<file path="config.mk">
export PLATFORM = sky130hd
export DESIGN_NAME = last_layer_drain_flat
export DESIGN_NICKNAME = d
export VERILOG_FILES = /design/src/rtl/fnn_pkg.sv /design/src/rtl/last_layer_drain_if.sv /design/src/rtl/last_layer_argmax.sv /design/src/rtl/last_layer_drain.sv /design/src/flat_wrapper.sv
export SDC_FILE = /design/constraint.sdc
export NUM_CORES = 1
export LEC_CHECK = 0
export ABC_CLOCK_PERIOD_IN_PS = 6700
export BUFFER_PORTS_ARGS = -buffer_cell sky130_fd_sc_hd__clkbuf_2
export CAP_MARGIN = 5
export CORE_MARGIN = 2
export CORE_UTILIZATION = 25
export DETAILED_ROUTE_END_ITERATION = 10
export PLACE_DENSITY_LB_ADDON = 0.12
export SLEW_MARGIN = 20
export SYNTH_ARGS = -nofsm -noshare
export SYNTH_HDL_FRONTEND = slang
export SYNTH_HIERARCHICAL = 1
export SYNTH_SLANG_ARGS = --single-unit
</file>
<file path="constraint.sdc">
create_clock -name clk -period 6.7 [get_ports clk]
set_clock_uncertainty 0.15 [all_clocks]
set_input_delay 0.335 -clock clk [delete_from_list [all_inputs] [get_ports clk]]
set_output_delay 0.335 -clock clk [all_outputs]
set_load 0.05 [all_outputs]
</file>
<file path="src/rtl/fnn_pkg.sv">
// Shared definitions for the network datapath: drain FSM states and default vector geometry.
package fnn_pkg;

    typedef enum logic {
        IDLE = 1'b0,
        SEND = 1'b1
    } drain_state_t;

    localparam int NEURON_NO  = 10;
    localparam int DATA_WIDTH = 16;

endpackage

</file>
<file path="src/rtl/last_layer_drain_if.sv">
// Valid/ready beat stream carrying one neuron value, its index and a last flag.
interface last_layer_drain_if #(
    parameter int neuronNo  = fnn_pkg::NEURON_NO,
    parameter int dataWidth = fnn_pkg::DATA_WIDTH
);
    localparam int IDX_W = $clog2(neuronNo);

    logic                        out_valid;
    logic                        out_ready;
    logic signed [dataWidth-1:0] out_data;
    logic [IDX_W-1:0]            out_index;
    logic                        out_last;

    modport master (
        output out_valid,
        output out_data,
        output out_index,
        output out_last,
        input  out_ready
    );

    modport slave (
        input  out_valid,
        input  out_data,
        input  out_index,
        input  out_last,
        output out_ready
    );

endinterface

</file>
<file path="src/rtl/last_layer_argmax.sv">
// Serial running-max tracker over accepted beats; reports the winning index after the last beat.
module last_layer_argmax
    import fnn_pkg::*;
#(
    parameter int neuronNo  = NEURON_NO,
    parameter int dataWidth = DATA_WIDTH
) (
    input  logic                        clk,
    input  logic                        rst,
    input  logic signed [dataWidth-1:0] i_data,
    input  logic [$clog2(neuronNo)-1:0] i_idx,
    input  logic                        i_hs,
    input  logic                        i_last,
    output logic [$clog2(neuronNo)-1:0] o_class_id,
    output logic                        o_class_valid
);
    localparam int IDX_W = $clog2(neuronNo);

    logic signed [dataWidth-1:0] r_max;
    logic [IDX_W-1:0]            r_max_idx;
    logic [IDX_W-1:0]            r_class_id;
    logic                        r_class_valid;
    logic                        w_take;
    logic [IDX_W-1:0]            w_run_idx;

    // Strict greater-than keeps the earlier index on ties; beat 0 always seeds the tracker.
    assign w_take    = (i_idx == '0) || (i_data > r_max);
    assign w_run_idx = w_take ? i_idx : r_max_idx;

    always_ff @(posedge clk or posedge rst) begin
        if (rst) begin
            r_max         <= '0;
            r_max_idx     <= '0;
            r_class_id    <= '0;
            r_class_valid <= 1'b0;
        end else begin
            r_class_valid <= i_hs && i_last;
            if (i_hs) begin
                if (w_take) begin
                    r_max     <= i_data;
                    r_max_idx <= i_idx;
                end
                if (i_last) begin
                    r_class_id <= w_run_idx;
                end
            end
        end
    end

    assign o_class_id    = r_class_id;
    assign o_class_valid = r_class_valid;

endmodule

</file>
<file path="src/rtl/last_layer_drain.sv">
// Captures the final layer output vector on done_in and streams it one neuron per beat.
// Optional argmax classification outputs are enabled with LAST_LAYER_ARGMAX_EN.
module last_layer_drain
    import fnn_pkg::*;
#(
    parameter int neuronNo  = NEURON_NO,
    parameter int dataWidth = DATA_WIDTH
) (
    input  logic                          clk,
    input  logic                          rst,
    input  logic                          done_in,
    input  logic [neuronNo*dataWidth-1:0] layer_in,
    last_layer_drain_if.master            out_if,
    output logic                          busy,
    output logic                          overrun
`ifdef LAST_LAYER_ARGMAX_EN
    ,
    output logic [$clog2(neuronNo)-1:0]   class_id,
    output logic                          class_valid
`endif
);
    localparam int               IDX_W    = $clog2(neuronNo);
    localparam logic [IDX_W-1:0] LAST_IDX = IDX_W'(neuronNo - 1);

    drain_state_t                r_state;
    drain_state_t                w_next;
    logic signed [dataWidth-1:0] r_shadow [neuronNo];
    logic [IDX_W-1:0]            r_idx;
    logic                        r_armed;
    logic                        r_overrun;

    logic                        w_capture;
    logic                        w_drop;
    logic                        w_hs;
    logic                        w_last;
    logic signed [dataWidth-1:0] w_beat_data;

    // A rising done_in while still sending is dropped but still consumes the arm.
    assign w_capture   = (r_state == IDLE) && done_in && r_armed;
    assign w_drop      = (r_state == SEND) && done_in && r_armed;
    assign w_hs        = (r_state == SEND) && out_if.out_ready;
    assign w_last      = (r_idx == LAST_IDX);
    assign w_beat_data = r_shadow[r_idx];

    always_ff @(posedge clk or posedge rst) begin
        if (rst) begin
            r_state <= IDLE;
        end else begin
            r_state <= w_next;
        end
    end

    always_comb begin
        w_next = r_state;
        case (r_state)
            IDLE:    if (w_capture)        w_next = SEND;
            SEND:    if (w_hs && w_last)   w_next = IDLE;
            default: w_next = IDLE;
        endcase
    end

    always_ff @(posedge clk or posedge rst) begin
        if (rst) begin
            for (int i = 0; i < neuronNo; i++) begin
                r_shadow[i] <= '0;
            end
        end else if (w_capture) begin
            for (int i = 0; i < neuronNo; i++) begin
                r_shadow[i] <= layer_in[i*dataWidth +: dataWidth];
            end
        end
    end

    always_ff @(posedge clk or posedge rst) begin
        if (rst) begin
            r_idx <= '0;
        end else if (w_capture) begin
            r_idx <= '0;
        end else if (w_hs) begin
            r_idx <= w_last ? '0 : r_idx + 1'b1;
        end
    end

    // Re-arm only after done_in is seen low, so a held level yields one capture.
    always_ff @(posedge clk or posedge rst) begin
        if (rst) begin
            r_armed   <= 1'b1;
            r_overrun <= 1'b0;
        end else begin
            if (!done_in) begin
                r_armed <= 1'b1;
            end else if (w_capture || w_drop) begin
                r_armed <= 1'b0;
            end
            if (w_drop) begin
                r_overrun <= 1'b1;
            end
        end
    end

    assign out_if.out_valid = (r_state == SEND);
    assign out_if.out_data  = (r_state == SEND) ? w_beat_data : '0;
    assign out_if.out_index = r_idx;
    assign out_if.out_last  = (r_state == SEND) && w_last;
    assign busy             = (r_state == SEND);
    assign overrun          = r_overrun;

`ifdef LAST_LAYER_ARGMAX_EN
    last_layer_argmax #(
        .neuronNo  (neuronNo),
        .dataWidth (dataWidth)
    ) u_argmax (
        .clk           (clk),
        .rst           (rst),
        .i_data        (w_beat_data),
        .i_idx         (r_idx),
        .i_hs          (w_hs),
        .i_last        (w_last),
        .o_class_id    (class_id),
        .o_class_valid (class_valid)
    );
`endif

endmodule

</file>
<file path="src/flat_wrapper.sv">
// flat-port wrapper written by rule: the top's interface ports become plain ports
module last_layer_drain_flat import fnn_pkg::*;
#(
    parameter int neuronNo  = NEURON_NO,
    parameter int dataWidth = DATA_WIDTH
)
  (clk, rst, done_in, layer_in, busy, overrun, out_if_out_valid, out_if_out_data, out_if_out_index, out_if_out_last, out_if_out_ready);
  last_layer_drain_if #(.neuronNo(neuronNo), .dataWidth(dataWidth)) out_if_i ();
  input  logic clk;
  input  logic rst;
  input  logic done_in;
  input  logic [neuronNo*dataWidth-1:0] layer_in;
  output logic busy;
  output logic overrun;
  output wire logic [$bits(out_if_i.out_valid)-1:0] out_if_out_valid;
  output wire logic [$bits(out_if_i.out_data)-1:0] out_if_out_data;
  output wire logic [$bits(out_if_i.out_index)-1:0] out_if_out_index;
  output wire logic [$bits(out_if_i.out_last)-1:0] out_if_out_last;
  input wire logic [$bits(out_if_i.out_ready)-1:0] out_if_out_ready;
  assign out_if_out_valid = out_if_i.out_valid;
  assign out_if_out_data = out_if_i.out_data;
  assign out_if_out_index = out_if_i.out_index;
  assign out_if_out_last = out_if_i.out_last;
  assign out_if_i.out_ready = out_if_out_ready;
  last_layer_drain #(.neuronNo(neuronNo), .dataWidth(dataWidth)) u_core (.clk(clk), .rst(rst), .done_in(done_in), .layer_in(layer_in), .out_if(out_if_i), .busy(busy), .overrun(overrun));
endmodule
</file>
==> run summary <==
Run status: complete, no violations
Count of vias placed by the detailed router: 5394
Share of layout cells above drive strength 1: 0.507
Final Worst Setup Slack: 3.14 ns
Residual DRC count: 0
Biggest area contributors in the synthesized netlist: sky130_fd_sc_hd__dfrtp_1 54%, sky130_fd_sc_hd__mux2_2 26%, sky130_fd_sc_hd__mux2i_1 4.2%
Relative slew margins: 0.263
Number of synthesized flops with an enable pin: 0
Via count of the first global-routing pass: 5681
Critical path start-end classification: reg -> out
Number of antenna violations at the first check in global routing: 0
Initial core utilization: 0.252
Antenna cells: 0
Number of nets still failing antenna checks after routing: 0
Wire length of the first global-routing pass: 33400 um
TritonCTS clock tree: yes
Worst endpoint required time: 6.21 ns
Clock latency of the later-clocked register in the worst-skew pair: 0.42 ns
Area Growth Syn to Fin: 38.6%
Port Buffers: 187
Number of DRC markers after the initial detailed-route iteration: 145
Number of levels in the clock H-tree: 4
Synth top area share: 0.541
Arrival time at the worst endpoint: 3.08 ns
Total wire length after detailed routing: 22900 um
Synth Net Count: 690
Number of buffers created by CTS: 17
Weighted congestion at the end of routability-driven global placement: 0.748
Mean post-synth cell area: 14.7 sq um
Maximum buffer depth of the clock tree: 2
Core outline area: 0.0304 sq mm
Pwr/cell area: 464 mW/mm^2
Worst Hold Launch: layer_in[115]
DPL Wire Length: 16900 um
Final net count: 979
Die width: 179 um
Leakage Power: 4.81 nW
Fin Hold WS: 0.0139 ns
# clock sinks: 167
Most used flip-flop cell after synthesis: sky130_fd_sc_hd__dfrtp_1
Library cell occupying the most area in the post-synthesis netlist: sky130_fd_sc_hd__dfrtp_1
Async SR Flop Fraction: 1.00
Total negative setup slack: 0 ns
Top-level I/O count: 188
Startpoint kind of the worst setup timing path: register
Row count: 64
Number of stages on the worst hold path: 2
Register bit total from synthesis: 167
Max-capacitance violation count: 0
Post-synth cell types: 28
R2R depth: 3
Unrepaired setup endpoints after global routing: false
Post-route fraction of the period consumed by the critical path: 0.531
Synthesized instance count: 524
Worst-case setup slack after placement: 3.48 ns
Post-cts repair resize count: 0
FMAX: 281 MHz
Post-layout min period: 3.56 ns
Final setup violation count: 0
Area enclosed by the die boundary: 0.0321 sq mm
Share of synthesized area occupied by flip-flops and latches: 0.544
Critical path fanouts, max: 43
Number of max-slew violations in the final report: 0
Post-route standard cell area excluding fillers: 0.0107 sq mm
Hold path endpoint: u_core/r_shadow[35]
First-pass DRT Iterations: 4
Reg-to-reg slack, setup: 4.19 ns
Post-DR wirelength/cell: 18.8 um
Buffer cell driving the clock tree root: sky130_fd_sc_hd__clkbuf_16
Syn. warnings: 6
Worst setup EP type: output port
Critical R2R Launch: u_core/busy
Worst-margin pin slew: 1.11 ns
Fin. Hold Viols: 0
GRT Total Usage: 0.144
Filler Cells Inserted: 3048
Netlist Area Pre-Place: 0.00768 sq mm
Pin count of the biggest net entering global routing: 87
Post-detailed-placement cell area: 0.00891 sq mm
Floorplan die height: 179 um
End of the worst register-to-register path: u_core/r_shadow[151]
Total overflow reported by the global router: 0
Routed via count divided by cell count: 4.42
Maximum vdd drop: 0.185 mV
Clock Pin Slew Worst Setup and Hold Paths: 0.06 ns
Min-Delay Path Class: in -> reg
## kinds of logic (layout without fill, tap and decap cells)
| logic type | count (synthesis) | in the layout | share of synthesized area |
|---|---|---|---|
| compound gates | 55 | 55 | 0.0508 |
| fa+ha+maj | 2 | 2 | 0.00326 |
| buf+inv | 45 | 345 | 0.0353 |
| flops | 167 | 167 | 0.544 |
| mux | 224 | 224 | 0.348 |
| simple gates | 31 | 31 | 0.0189 |
## state kept, by name, summed over array words and instances, names as in the netlist
signal,cells
u_core/busy,1
u_core/r_armed,1
u_core/out_if.out_index,4
u_core/r_shadow,160
u_core/overrun,1
## layout make-up
type / instances / area (sq um) / area share
Multi-Input combinational cell: 312 / 3240 / 0.304
Clock inverter: 13 / 124 / 0.0116
Clock buffer: 17 / 425 / 0.0399
Sequential cell: 167 / 4180 / 0.393
Inverter: 4 / 20.0 / 0.00188
Timing Repair Buffer: 311 / 2170 / 0.203
Tap cell: 396 / 495 / 0.0465
## where the power goes
part	leakage [nW]	switching, mW	total, mW	internal [mW]
Clock	0.268	0.430	0.944	0.514
Combinational	2.54	1.11	2.08	0.967
Sequential	2.00	0.415	1.92	1.51
Total	4.81	1.96	4.94	2.99
## cells in the mapped netlist, drive strengths merged, types with 2 or more instances
library cell	n
o21ai	17
dfrtp	166
buf	32
o31ai	3
mux2i	32
and2	2
mux2	176
inv	4
ha	2
mux4	16
nand2	20
a221oi	16
a21boi	16
nand3	5
clkbuf	9
## worst max path at each step
| stage | startpoint | endpoint | slack (ns) | depth (start not counted) |
|---|---|---|---|---|
| final | u_core/out_if.out_index[0] | out_if_out_data[11] | 3.14 | 6 |
| after global routing | u_core/out_if.out_index[0] | out_if_out_data[5] | 2.91 | 6 |
| after CTS | u_core/out_if.out_index[0] | out_if_out_data[7] | 3.01 | 6 |
| after detailed placement | u_core/out_if.out_index[0] | out_if_out_data[11] | 3.48 | 6 |
| after global placement | u_core/out_if.out_index[0] | out_if_out_data[11] | 3.47 | 6 |
| after floorplan | rst | u_core/busy | 1.70 | 1 |
## cell usage in the layout, fill, tap and decap left out, types with 3 or more instances in the layout
cell,count
sky130_fd_sc_hd__a21boi_1,16
sky130_fd_sc_hd__a221oi_1,16
sky130_fd_sc_hd__buf_4,5
sky130_fd_sc_hd__clkbuf_16,17
sky130_fd_sc_hd__clkbuf_2,187
sky130_fd_sc_hd__clkinv_2,3
sky130_fd_sc_hd__dfrtp_1,165
sky130_fd_sc_hd__dlygate4sd3_1,118
sky130_fd_sc_hd__inv_1,3
sky130_fd_sc_hd__inv_6,5
sky130_fd_sc_hd__mux2_2,176
sky130_fd_sc_hd__mux2i_1,32
sky130_fd_sc_hd__mux4_2,14
sky130_fd_sc_hd__nand2_1,20
sky130_fd_sc_hd__nand3_1,5
sky130_fd_sc_hd__o21ai_1,15
sky130_fd_sc_hd__o31ai_1,3
## routing by layer
layer | track usage | wire, um | vias up
li1 | - | - | 2499
met1 | 0.175 | 9560 | 2725
met2 | 0.256 | 12000 | 154
met3 | 0.0305 | 1100 | 16
met4 | 0.0400 | 300 | 0
met5 | 0 | 0 | -
## through the flow
stage                     cells  utilization  power (mW)
after global routing       1220        0.350        5.24
after CTS                  1219        0.349        5.04
final                      1220        0.350        4.94
after global placement     1072        0.293        3.98
after detailed placement   1072        0.293        4.02
after floorplan             524            -        3.36
## what timing repair did
item	in CTS	in global routing
endpoints found under the hold margin	200	1
hold buffers	117	1
setup buffers	0	0
## worst max-delay path, stage by stage, from the launching register on
cell and delay (ns):
sky130_fd_sc_hd__dfrtp_4 0.92, sky130_fd_sc_hd__buf_4 0.53, sky130_fd_sc_hd__mux2i_1 0.13, sky130_fd_sc_hd__a221oi_1 0.31
sky130_fd_sc_hd__o21ai_1 0.12, sky130_fd_sc_hd__a21boi_1 0.28, sky130_fd_sc_hd__clkbuf_2 0.33
No activity file was read; power rests on OpenSTA's default activity.
